**config.mk**
```make
export PLATFORM = sky130hd
export DESIGN_NAME = char_rx_p
export DESIGN_NICKNAME = d
export VERILOG_FILES = /design/src/rtl/char_rx_p.sv
export SDC_FILE = /design/constraint.sdc
export NUM_CORES = 1
export LEC_CHECK = 0
export CAP_MARGIN = 20
export CORE_ASPECT_RATIO = 0.5
export CORE_MARGIN = 5
export CORE_UTILIZATION = 55
export CTS_CLUSTER_SIZE = 40
export DETAILED_ROUTE_END_ITERATION = 8
export DONT_BUFFER_PORTS = 1
export GPL_ROUTABILITY_DRIVEN = 0
export PLACE_DENSITY_LB_ADDON = 0.25
export SLEW_MARGIN = 5
export SYNTH_ARGS = -nofsm -noshare
export SYNTH_HDL_FRONTEND = slang
export SYNTH_SLANG_ARGS = --single-unit
```
**constraint.sdc**
```tcl
create_clock -name sclk -period 2.38 [get_ports sclk]
set_clock_uncertainty 0.15 [all_clocks]
set_input_delay 0.476 -clock sclk [delete_from_list [all_inputs] [get_ports sclk]]
set_output_delay 0.476 -clock sclk [all_outputs]
set_load 0.01 [all_outputs]
```
**src/rtl/char_rx_p.sv**
```systemverilog
`default_nettype none
// +----------------------------------------------------------------------------+
// | char_rx_p : oversampled asynchronous serial character receiver with       |
// |             optional parity, 1/2 stop bits and a one-deep holding output. |
// | Optional feature macro: CHAR_RX_MAJ3_EN (2-of-3 majority bit decision).   |
// | Revision  : 1.0                                                           |
// +----------------------------------------------------------------------------+
module char_rx_p #(
  parameter int DATA_W = 8,
  parameter int OVS    = 16
) (
  input  logic              sclk,
  input  logic              rst,
  input  logic [15:0]       div,
  input  logic [1:0]        par_mode,
  input  logic              stop2,
  input  logic              rx,
  input  logic              ack,
  output logic [DATA_W-1:0] char,
  output logic              valid,
  output logic              par_err,
  output logic              frame_err,
  output logic              overrun,
  output logic              busy
);

  localparam int c_SMP_W = $clog2(OVS + 4);
  localparam int c_BIT_W = $clog2(DATA_W + 1);
  localparam logic [c_BIT_W-1:0] c_LAST_BIT = c_BIT_W'(DATA_W - 1);

  // Decision point is the tick count since the last bit centre; majority mode
  // decides one tick after the centre, so the next bit restarts counting at 1.
`ifdef CHAR_RX_MAJ3_EN
  localparam logic [c_SMP_W-1:0] c_START_DEC = c_SMP_W'(OVS / 2 + 1);
  localparam logic [c_SMP_W-1:0] c_BIT_DEC   = c_SMP_W'(OVS + 1);
  localparam logic [c_SMP_W-1:0] c_RELOAD    = c_SMP_W'(1);
`else
  localparam logic [c_SMP_W-1:0] c_START_DEC = c_SMP_W'(OVS / 2);
  localparam logic [c_SMP_W-1:0] c_BIT_DEC   = c_SMP_W'(OVS);
  localparam logic [c_SMP_W-1:0] c_RELOAD    = c_SMP_W'(0);
`endif

  typedef enum logic [2:0] {
    S_IDLE   = 3'd0,
    S_START  = 3'd1,
    S_DATA   = 3'd2,
    S_PARITY = 3'd3,
    S_STOP   = 3'd4
  } state_t;

  state_t              r_state;
  state_t              w_state_nxt;
  logic                r_rx_s1;
  logic                r_rx_s2;
  logic [15:0]         r_tick_cnt;
  logic [15:0]         r_div;
  logic [c_SMP_W-1:0]  r_smp_cnt;
  logic [c_BIT_W-1:0]  r_bit_cnt;
  logic [DATA_W-1:0]   r_shift;
  logic                r_par_acc;
  logic                r_perr;
  logic                r_ferr;
  logic [1:0]          r_par_mode;
  logic                r_stop2;
  logic [DATA_W-1:0]   r_char;
  logic                r_valid;
  logic                r_par_err;
  logic                r_frame_err;
  logic                r_overrun;

  logic                w_rx;
  logic                w_tick;
  logic [c_SMP_W-1:0]  w_smp_n;
  logic [c_SMP_W-1:0]  w_dec_pt;
  logic                w_dec;
  logic                w_bit;
  logic                w_start;
  logic                w_done;
  logic                w_par_en;
  logic                w_par_exp;
  logic                w_ferr_final;

  assign w_rx     = r_rx_s2;
  assign w_tick   = (r_tick_cnt == r_div);
  assign w_smp_n  = r_smp_cnt + c_SMP_W'(1);
  assign w_dec_pt = (r_state == S_START) ? c_START_DEC : c_BIT_DEC;
  assign w_dec    = w_tick && (r_state != S_IDLE) && (w_smp_n == w_dec_pt);
  assign w_par_en = (r_par_mode == 2'b01) || (r_par_mode == 2'b10);
  assign w_par_exp    = (r_par_mode == 2'b10) ? ~r_par_acc : r_par_acc;
  assign w_ferr_final = r_ferr | ~w_bit;

`ifdef CHAR_RX_MAJ3_EN
  logic [1:0] r_maj;

  always_ff @(posedge sclk) begin
    if (rst) begin
      r_maj <= 2'b11;
    end else if (w_tick && ((w_smp_n + c_SMP_W'(2)) == w_dec_pt)) begin
      r_maj[0] <= w_rx;
    end else if (w_tick && ((w_smp_n + c_SMP_W'(1)) == w_dec_pt)) begin
      r_maj[1] <= w_rx;
    end
  end

  assign w_bit = (r_maj[0] & r_maj[1]) | (r_maj[0] & w_rx) | (r_maj[1] & w_rx);
`else
  assign w_bit = w_rx;
`endif

  always_ff @(posedge sclk) begin
    if (rst) begin
      r_rx_s1 <= 1'b1;
      r_rx_s2 <= 1'b1;
    end else begin
      r_rx_s1 <= rx;
      r_rx_s2 <= r_rx_s1;
    end
  end

  // The divisor is captured only at a wrap so a mid-period change cannot skip a tick.
  always_ff @(posedge sclk) begin
    if (rst) begin
      r_tick_cnt <= '0;
      r_div      <= '0;
    end else if (w_start || w_tick) begin
      r_tick_cnt <= '0;
      r_div      <= div;
    end else begin
      r_tick_cnt <= r_tick_cnt + 16'd1;
    end
  end

  always_ff @(posedge sclk) begin
    if (rst) begin
      r_state <= S_IDLE;
    end else begin
      r_state <= w_state_nxt;
    end
  end

  always_comb begin
    w_state_nxt = r_state;
    w_start     = 1'b0;
    w_done      = 1'b0;
    case (r_state)
      S_IDLE: begin
        if (!w_rx) begin
          w_state_nxt = S_START;
          w_start     = 1'b1;
        end
      end
      S_START: begin
        if (w_dec) w_state_nxt = w_bit ? S_IDLE : S_DATA;
      end
      S_DATA: begin
        if (w_dec && (r_bit_cnt == c_LAST_BIT)) w_state_nxt = w_par_en ? S_PARITY : S_STOP;
      end
      S_PARITY: begin
        if (w_dec) w_state_nxt = S_STOP;
      end
      S_STOP: begin
        if (w_dec && (!r_stop2 || (r_bit_cnt != '0))) begin
          w_state_nxt = S_IDLE;
          w_done      = 1'b1;
        end
      end
      default: w_state_nxt = S_IDLE;
    endcase
  end

  always_ff @(posedge sclk) begin
    if (rst) begin
      r_smp_cnt <= '0;
    end else if (w_start) begin
      r_smp_cnt <= '0;
    end else if (w_dec) begin
      r_smp_cnt <= c_RELOAD;
    end else if (w_tick) begin
      r_smp_cnt <= w_smp_n;
    end
  end

  // Bit counter indexes data bits, then is reused to count stop bits.
  always_ff @(posedge sclk) begin
    if (rst) begin
      r_bit_cnt <= '0;
    end else if (w_start) begin
      r_bit_cnt <= '0;
    end else if (w_dec) begin
      if (r_state == S_DATA) begin
        r_bit_cnt <= (r_bit_cnt == c_LAST_BIT) ? '0 : r_bit_cnt + c_BIT_W'(1);
      end else if (r_state == S_STOP) begin
        r_bit_cnt <= r_bit_cnt + c_BIT_W'(1);
      end
    end
  end

  always_ff @(posedge sclk) begin
    if (rst) begin
      r_shift    <= '0;
      r_par_acc  <= 1'b0;
      r_perr     <= 1'b0;
      r_ferr     <= 1'b0;
      r_par_mode <= 2'b00;
      r_stop2    <= 1'b0;
    end else if (w_start) begin
      r_par_acc  <= 1'b0;
      r_perr     <= 1'b0;
      r_ferr     <= 1'b0;
      r_par_mode <= par_mode;
      r_stop2    <= stop2;
    end else if (w_dec) begin
      case (r_state)
        S_DATA: begin
          r_shift   <= {w_bit, r_shift[DATA_W-1:1]};
          r_par_acc <= r_par_acc ^ w_bit;
        end
        S_PARITY: r_perr <= (w_bit != w_par_exp);
        S_STOP:   r_ferr <= w_ferr_final;
        default:  ;
      endcase
    end
  end

  always_ff @(posedge sclk) begin
    if (rst) begin
      r_char      <= '0;
      r_valid     <= 1'b0;
      r_par_err   <= 1'b0;
      r_frame_err <= 1'b0;
      r_overrun   <= 1'b0;
    end else if (w_done && (!r_valid || ack)) begin
      r_char      <= r_shift;
      r_valid     <= 1'b1;
      r_par_err   <= r_perr;
      r_frame_err <= w_ferr_final;
      r_overrun   <= 1'b0;
    end else if (w_done) begin
      r_overrun   <= 1'b1;
    end else if (ack && r_valid) begin
      r_valid     <= 1'b0;
      r_par_err   <= 1'b0;
      r_frame_err <= 1'b0;
      r_overrun   <= 1'b0;
    end
  end

  assign char      = r_char;
  assign valid     = r_valid;
  assign par_err   = r_par_err;
  assign frame_err = r_frame_err;
  assign overrun   = r_overrun;
  assign busy      = (r_state != S_IDLE);

endmodule
`default_nettype wire

```
Yosys cells after proc, flatten, opt, wreduce, memory -nomap -nowiden
Index checks and enable logic that the tools add are counted.

Eq/ne operators: 16. Add/sub/neg operators: 3. Bitwise gates (word level): 5. Multiplexer cells: 23. Reductions and logical operators: 29.

Operators with widths (count): $mux 3 (6); $add 16x1->16 const B (1); $eq 16x16->1 (1); $pmux 3 s5 (1); $mux 4 (3); $mux 1 (11); $ne 2x2->1 const B (5); $reduce_and 2->1 (5); $eq 3x2->1 const B (2); $logic_and 1x1->1 (6); $reduce_bool 2->1 (3); $reduce_or 2->1 (3); $add 5x1->5 const B (1); $eq 5x5->1 (1); $mux 5 (1); $reduce_and 5->1 (1); $add 4x1->4 const B (1); $eq 4x3->1 const B (1); $logic_or 1x1->1 (4); $reduce_bool 4->1 (1); $eq 3x1->1 const B (1); $eq 3x3->1 const B (1); $logic_not 3->1 (1); $not 1->1 (3); other kinds (11) (12).

Output and inout port bits: 13. Input port bits: 23. Register bits after elaboration: 72. Logic and storage cells: 94.

Longest topological paths before layout
Depth in word-level cells: 10. Mapped depth: 9. Mapped depth without buffers: 7.

Worst setup path before layout
OpenSTA, ideal clock, no wires.

Path kind: flip-flop to flip-flop. Start: register r_smp_cnt[0]. End: register r_par_err, in the netlist par_err. Slack: 0.013 ns. Arrival: 2.100 ns. Library setup time: 0.117 ns. Buffers on the path: 0. Clock period less this slack: 2.367 ns. Stages on the path, launching flop included: 8. Cell sequence: dfxtp_1 ha_1 xnor2_1 nand2_1 nor4_4 o21ai_2 o41a_1 a22o_1.

Longest elaborated chain between the ends: 9.

Ends and longest elaborated chain: start: declaration (RTL line 57) `logic [c_SMP_W-1:0] r_smp_cnt;`; start signal: assignment (RTL line 177) `r_smp_cnt <= c_RELOAD;`; start signal: assignment (RTL line 179) `r_smp_cnt <= w_smp_n;`; $add 5x1->5 * (RTL line 85) `assign w_smp_n = r_smp_cnt + c_SMP_W'(1);`; $eq 5x5->1 * (RTL line 87) `assign w_dec = w_tick && (r_state != S_IDLE) && (w_smp_n == w_dec_pt);`; $logic_and 1x1->1 * (RTL line 87); $logic_and 1x1->1 * (RTL line 162) `if (w_dec && (!r_stop2 || (r_bit_cnt != '0))) begin`; $mux 1 * (RTL line 162); $mux 1 * (RTL line 145) `case (r_state)`; $logic_and 1x1->1 (RTL line 232) `end else if (w_done && (!r_valid || ack)) begin`; $ne 2x1->1 (no source line) or $reduce_bool 2->1 (tied branches); $reduce_and 2->1 (no source line); end signal: assignment (RTL line 235) `r_par_err <= r_perr;`; end: declaration (RTL line 67) `logic r_par_err;`.

Mark *: on every way between the ends. The rest lies on a longest branch, timed or not. A chain may end at the register's enable or synchronous reset.

Worst setup path after layout
Start: register r_tick_cnt[13]. End: register r_par_acc.

Longest elaborated chain between the ends: 4.

Ends and longest elaborated chain: start: declaration (RTL line 55) `logic [15:0] r_tick_cnt;`; start signal: assignment (RTL line 129) `r_tick_cnt <= r_tick_cnt + 16'd1;`; $eq 16x16->1 (RTL line 84) `assign w_tick = (r_tick_cnt == r_div);`; $logic_and 1x1->1 (2 in a row) (RTL line 87); $reduce_and 2->1 (no source line); end signal: assignment (RTL line 216) `r_par_acc <= r_par_acc ^ w_bit;`; end: declaration (RTL line 60) `logic r_par_acc;`.

Every way passes these cells.

==> run_results.csv <==
group,metric,value,unit
global_routing,largest_net_degree_at_the_start_of_global_routing,46,
layout,multi_input_comb_area,1710,um^2
worst_setup_path,critical-path-top-delay-family,"simple AND/OR/NAND/NOR gates",
layout,utilization,67.5,%
worst_setup_path,timing.critical_path.cells,"xnor2_2 -> nand4_1 -> nor4_4 -> buf_4 -> o211ai_1 -> buf_4 -> or3_1 -> a21oi_2",
placement,placement.io_buffers,0,
power,power.net_switching,1.03,mW
logic_synthesis,netlist.area_leader.share,44.8,%
route,routed_wire_length_per_instance,15.5,um
worst_setup_path,timing.critical_path.slowest_stage_cell,"sky130_fd_sc_hd__nor4_4",
timing,post-route-period-util,96.4,%
worst_setup_path,critical_path.reg2reg.startpoint,"r_tick_cnt[13]$_SDFF_PP0_",
job,number_of_violations_of_the_max_capacitance_limit,0,
logic_synthesis,synth_seq_cells,72,
die,die_area,7570,um^2
layout,design.final.nets,392,
clocking,cts_buffers,9,
route,wl,6850,um
worst_setup_path,timing.critical_path.required,2.49,ns
worst_setup_path,cp.buffers_inverters,2,
power,power_switching_share,29.3,%
logic_synthesis,ys_async_sr_fraction,0,%
logic_synthesis,synth_area_per_cell,9.29,um^2
clocking,ctsLongestPathBuffers,2,
global_routing,grt-ovfl-total,0,
layout,finalNonFillerCells,441,
layout,antenna-diode-count,0,
placement,dpl.cell_count,421,
logic_synthesis,most_frequently_used_flop_master_after_synthesis,"sky130_fd_sc_hd__dfxtp_1",
logic_synthesis,synthesis.nets,375,
timing,rsz0062_at_grt,"yes",
logic_synthesis,synth_top_cell_by_area,"sky130_fd_sc_hd__dfxtp_1",
clocking,clk_pin_slew,0.05,ns
placement,detailedPlacementHpwl,4920,um
layout,drive_above_1_share,19.3,%
timing,report.final.setup_viol,0,
run_status,outcome,"completed",
worst_setup_path,critical_path.max_fanout,5,
worst_setup_path,worst_path_most_repeated_cell,"sky130_fd_sc_hd__buf_4",
min_path,hp-class,"in -> reg",
global_routing,grt_pass1_wl,11400,um
logic_synthesis,synth_enable_flop_cells,0,
clocking,clockRootBuffer,"sky130_fd_sc_hd__clkbuf_16",
route,vias_per_cell,5.47,
worst_setup_path,worst_ep_arrival_time,2.41,ns
logic_synthesis,synth_area,3210,um^2
timing,timing_max_transition_violations_final,0,
logic_synthesis,post_synth_num_cell_types,42,
route,detail_route.first_pass.iterations,4,
die,core_area,5560,um^2
route,detail_route.iter0.violations,211,
logic_synthesis,yosys-top-cells-count,"sky130_fd_sc_hd__dfxtp_1, sky130_fd_sc_hd__nor2_1, sky130_fd_sc_hd__mux2i_1",
logic_synthesis,post_synth_main_area_contributors,"sky130_fd_sc_hd__dfxtp_1, sky130_fd_sc_hd__mux2i_1, sky130_fd_sc_hd__nor2_1",
die,io-pin-count,36,
min_path,min-delay-start,"rst",
worst_setup_path,worstSetupStartpoint,"r_tick_cnt[13]$_SDFF_PP0_",
power,post-layout-total-power,3.52,mW
worst_setup_path,worst_setup_path_start_kind,"register",
timing,max_clock_freq,436,MHz
clocking,tritoncts,"yes",
logic_synthesis,synth_warnings,0,
power,share_clk_of_total_power,33.8,%
global_routing,combined_global_route_utilization_of_all_metal_layers,18.7,%
die,die_width,118,um
layout,area.growth.synth_to_final,16.8,%
timing,worst-slew-pin-transition,1.07,ns
global_routing,antenna_found_initial,0,
route,dr_vias,2414,
timing,hold_viol,0,
route,drc,0,
logic_synthesis,seq_area_frac_synth,44.8,%
route,antenna_violating_nets_post_route,0,
die,dieHeight,64.1,um
timing,worst_case_headroom_to_the_max_slew_limit,28.9,%
layout,sequential_cell_area,1460,um^2
logic_synthesis,synthMostInstantiatedCell,"sky130_fd_sc_hd__dfxtp_1",
power,worst_ir_drop_vdd,643,uV
power,total_leakage_power,1.58,nW
power,cell_internal_pwr,2.49,mW
clocking,cts_hold_buffers,0,
die,effective_utilization_at_floorplan,57.8,%
power,p_seq_share,40.6,%
clocking,cts-htree-levels,3,
global_routing,first_global_vias,2471,
layout,fill_cells,480,
power,p_comb_share,25.6,%
worst_setup_path,end_kind,"register",
timing,finalWorstPathRequiredPeriod,2.30,ns
logic_synthesis,synth_cells,346,
power,pwr_density_cell,937,nW/um^2
clocking,clk_latency,0.33,ns
worst_setup_path,critical-path-max-stage-delay,0.48,ns
clocking,cts_sinks,72,
die,fp-row-count,19,
worst_setup_path,critical_path_class,"reg -> reg",
-- through the flow --
| step | cell area, um^2 | setup slack (ns) | hold slack [ns] | setup TNS (ns) |
|---|---|---|---|---|
| floorplan | 3210 | 0.0135 | 0.239 | 0 |
| global placement | 3380 | 0.122 | 0.246 | 0 |
| detailed placement | 3380 | -0.00871 | 0.253 | -0.00871 |
| CTS | 3650 | 0.00561 | 0.0478 | 0 |
| global route | 3750 | -0.0577 | 0.0452 | -0.400 |
| finish | 3750 | 0.0850 | 0.0706 | 0 |
-- sequential cells by signal, summed over array words and instances (netlist names) --
| register | cells |
|---|---|
| r_div | 16 |
| r_tick_cnt | 16 |
| char | 8 |
| r_shift | 8 |
| r_smp_cnt | 5 |
| r_bit_cnt | 4 |
| r_state | 3 |
| r_par_mode | 2 |
| frame_err | 1 |
| overrun | 1 |
| par_err | 1 |
| r_ferr | 1 |
| r_par_acc | 1 |
| r_perr | 1 |
| r_rx_s1 | 1 |
| r_rx_s2 | 1 |
| r_stop2 | 1 |
| valid | 1 |
-- routing by layer --
layer  global-route usage (%)  wire [um]  part of all wire (%)  up-vias
li1                         -          -                     -     1215
met1                     21.1       2930                    43     1150
met2                     33.7       3550                    52       42
met3                     6.26        305                   4.5        7
met4                     6.29         61                  0.89        0
met5                        0          0                     0        -
-- cells by family (layout without fill, tap and decap cells) --
family                   Yosys count  in the layout  share of synthesized area, %
AO/OA/AOI/OAI                     44             44                          9.15
XOR/XNOR                          35             35                          9.77
adder cells (fa/ha/maj)            6              6                          2.34
buffers and inverters             30             52                          3.78
flip-flops                        72             72                          44.8
multiplexers                      35             35                          10.9
AND/OR/NAND/NOR                  124            124                          19.2
-- final timing paths --
kind                                               end  slack [ns]  cells past startpoint
worst max-delay path            r_par_acc$_SDFFE_PP0P_        0.08                      8
worst min register to register      r_rx_s2$_SDFF_PP1_        0.27                      1
worst max register to register  r_par_acc$_SDFFE_PP0P_        0.08                      8
worst min-delay path             r_div[0]$_SDFFE_PP0P_        0.07                      1
-- cell usage in the layout, fill, tap and decap left out, drive strengths merged, types with 3 or more instances in the layout --
cell	count
clkinv	4
o2111ai	4
dfxtp	72
mux2i	35
xnor2	27
clkbuf	12
nand3	10
or3	8
ha	6
a21oi	13
xor2	8
nor2b	5
nand2b	3
inv	13
nand4	6
buf	23
and3	4
nor2	69
nand2	9
o21ai	11
-- cell type report --
class	instances	share of cell area, %
Multi-Input combinational cell	244	45.6
Sequential cell	72	39.0
Clock buffer	12	6.56
Timing Repair Buffer	23	4.60
Tap cell	73	2.43
Inverter	13	1.30
Clock inverter	4	0.533
-- power by group through the flow --
| stage | Clock [mW] | Sequential, mW | Combinational, mW |
|---|---|---|---|
| floorplan | 0 | 1.42 | 0.663 |
| global placement | 0 | 1.43 | 0.808 |
| detailed placement | 0 | 1.43 | 0.847 |
| CTS | 1.23 | 1.41 | 0.852 |
| global route | 1.28 | 1.44 | 0.979 |
| finish | 1.19 | 1.43 | 0.899 |
-- worst reg2reg max path: cells and delay by family, from the launching register on --
kind | cells | cell delay, ns
compound gates | 2 | 0.23
xor+xnor | 1 | 0.17
buf+inv | 2 | 0.38
flops | 1 | 0.35
simple gates | 3 | 0.96
-- what timing repair did --
item	in CTS	in global routing
gates resized for setup	2	24
endpoints found under the setup margin	3	17
pin swaps	0	10
setup buffers	0	4
Note: power is estimated with default switching activity, not from simulation.
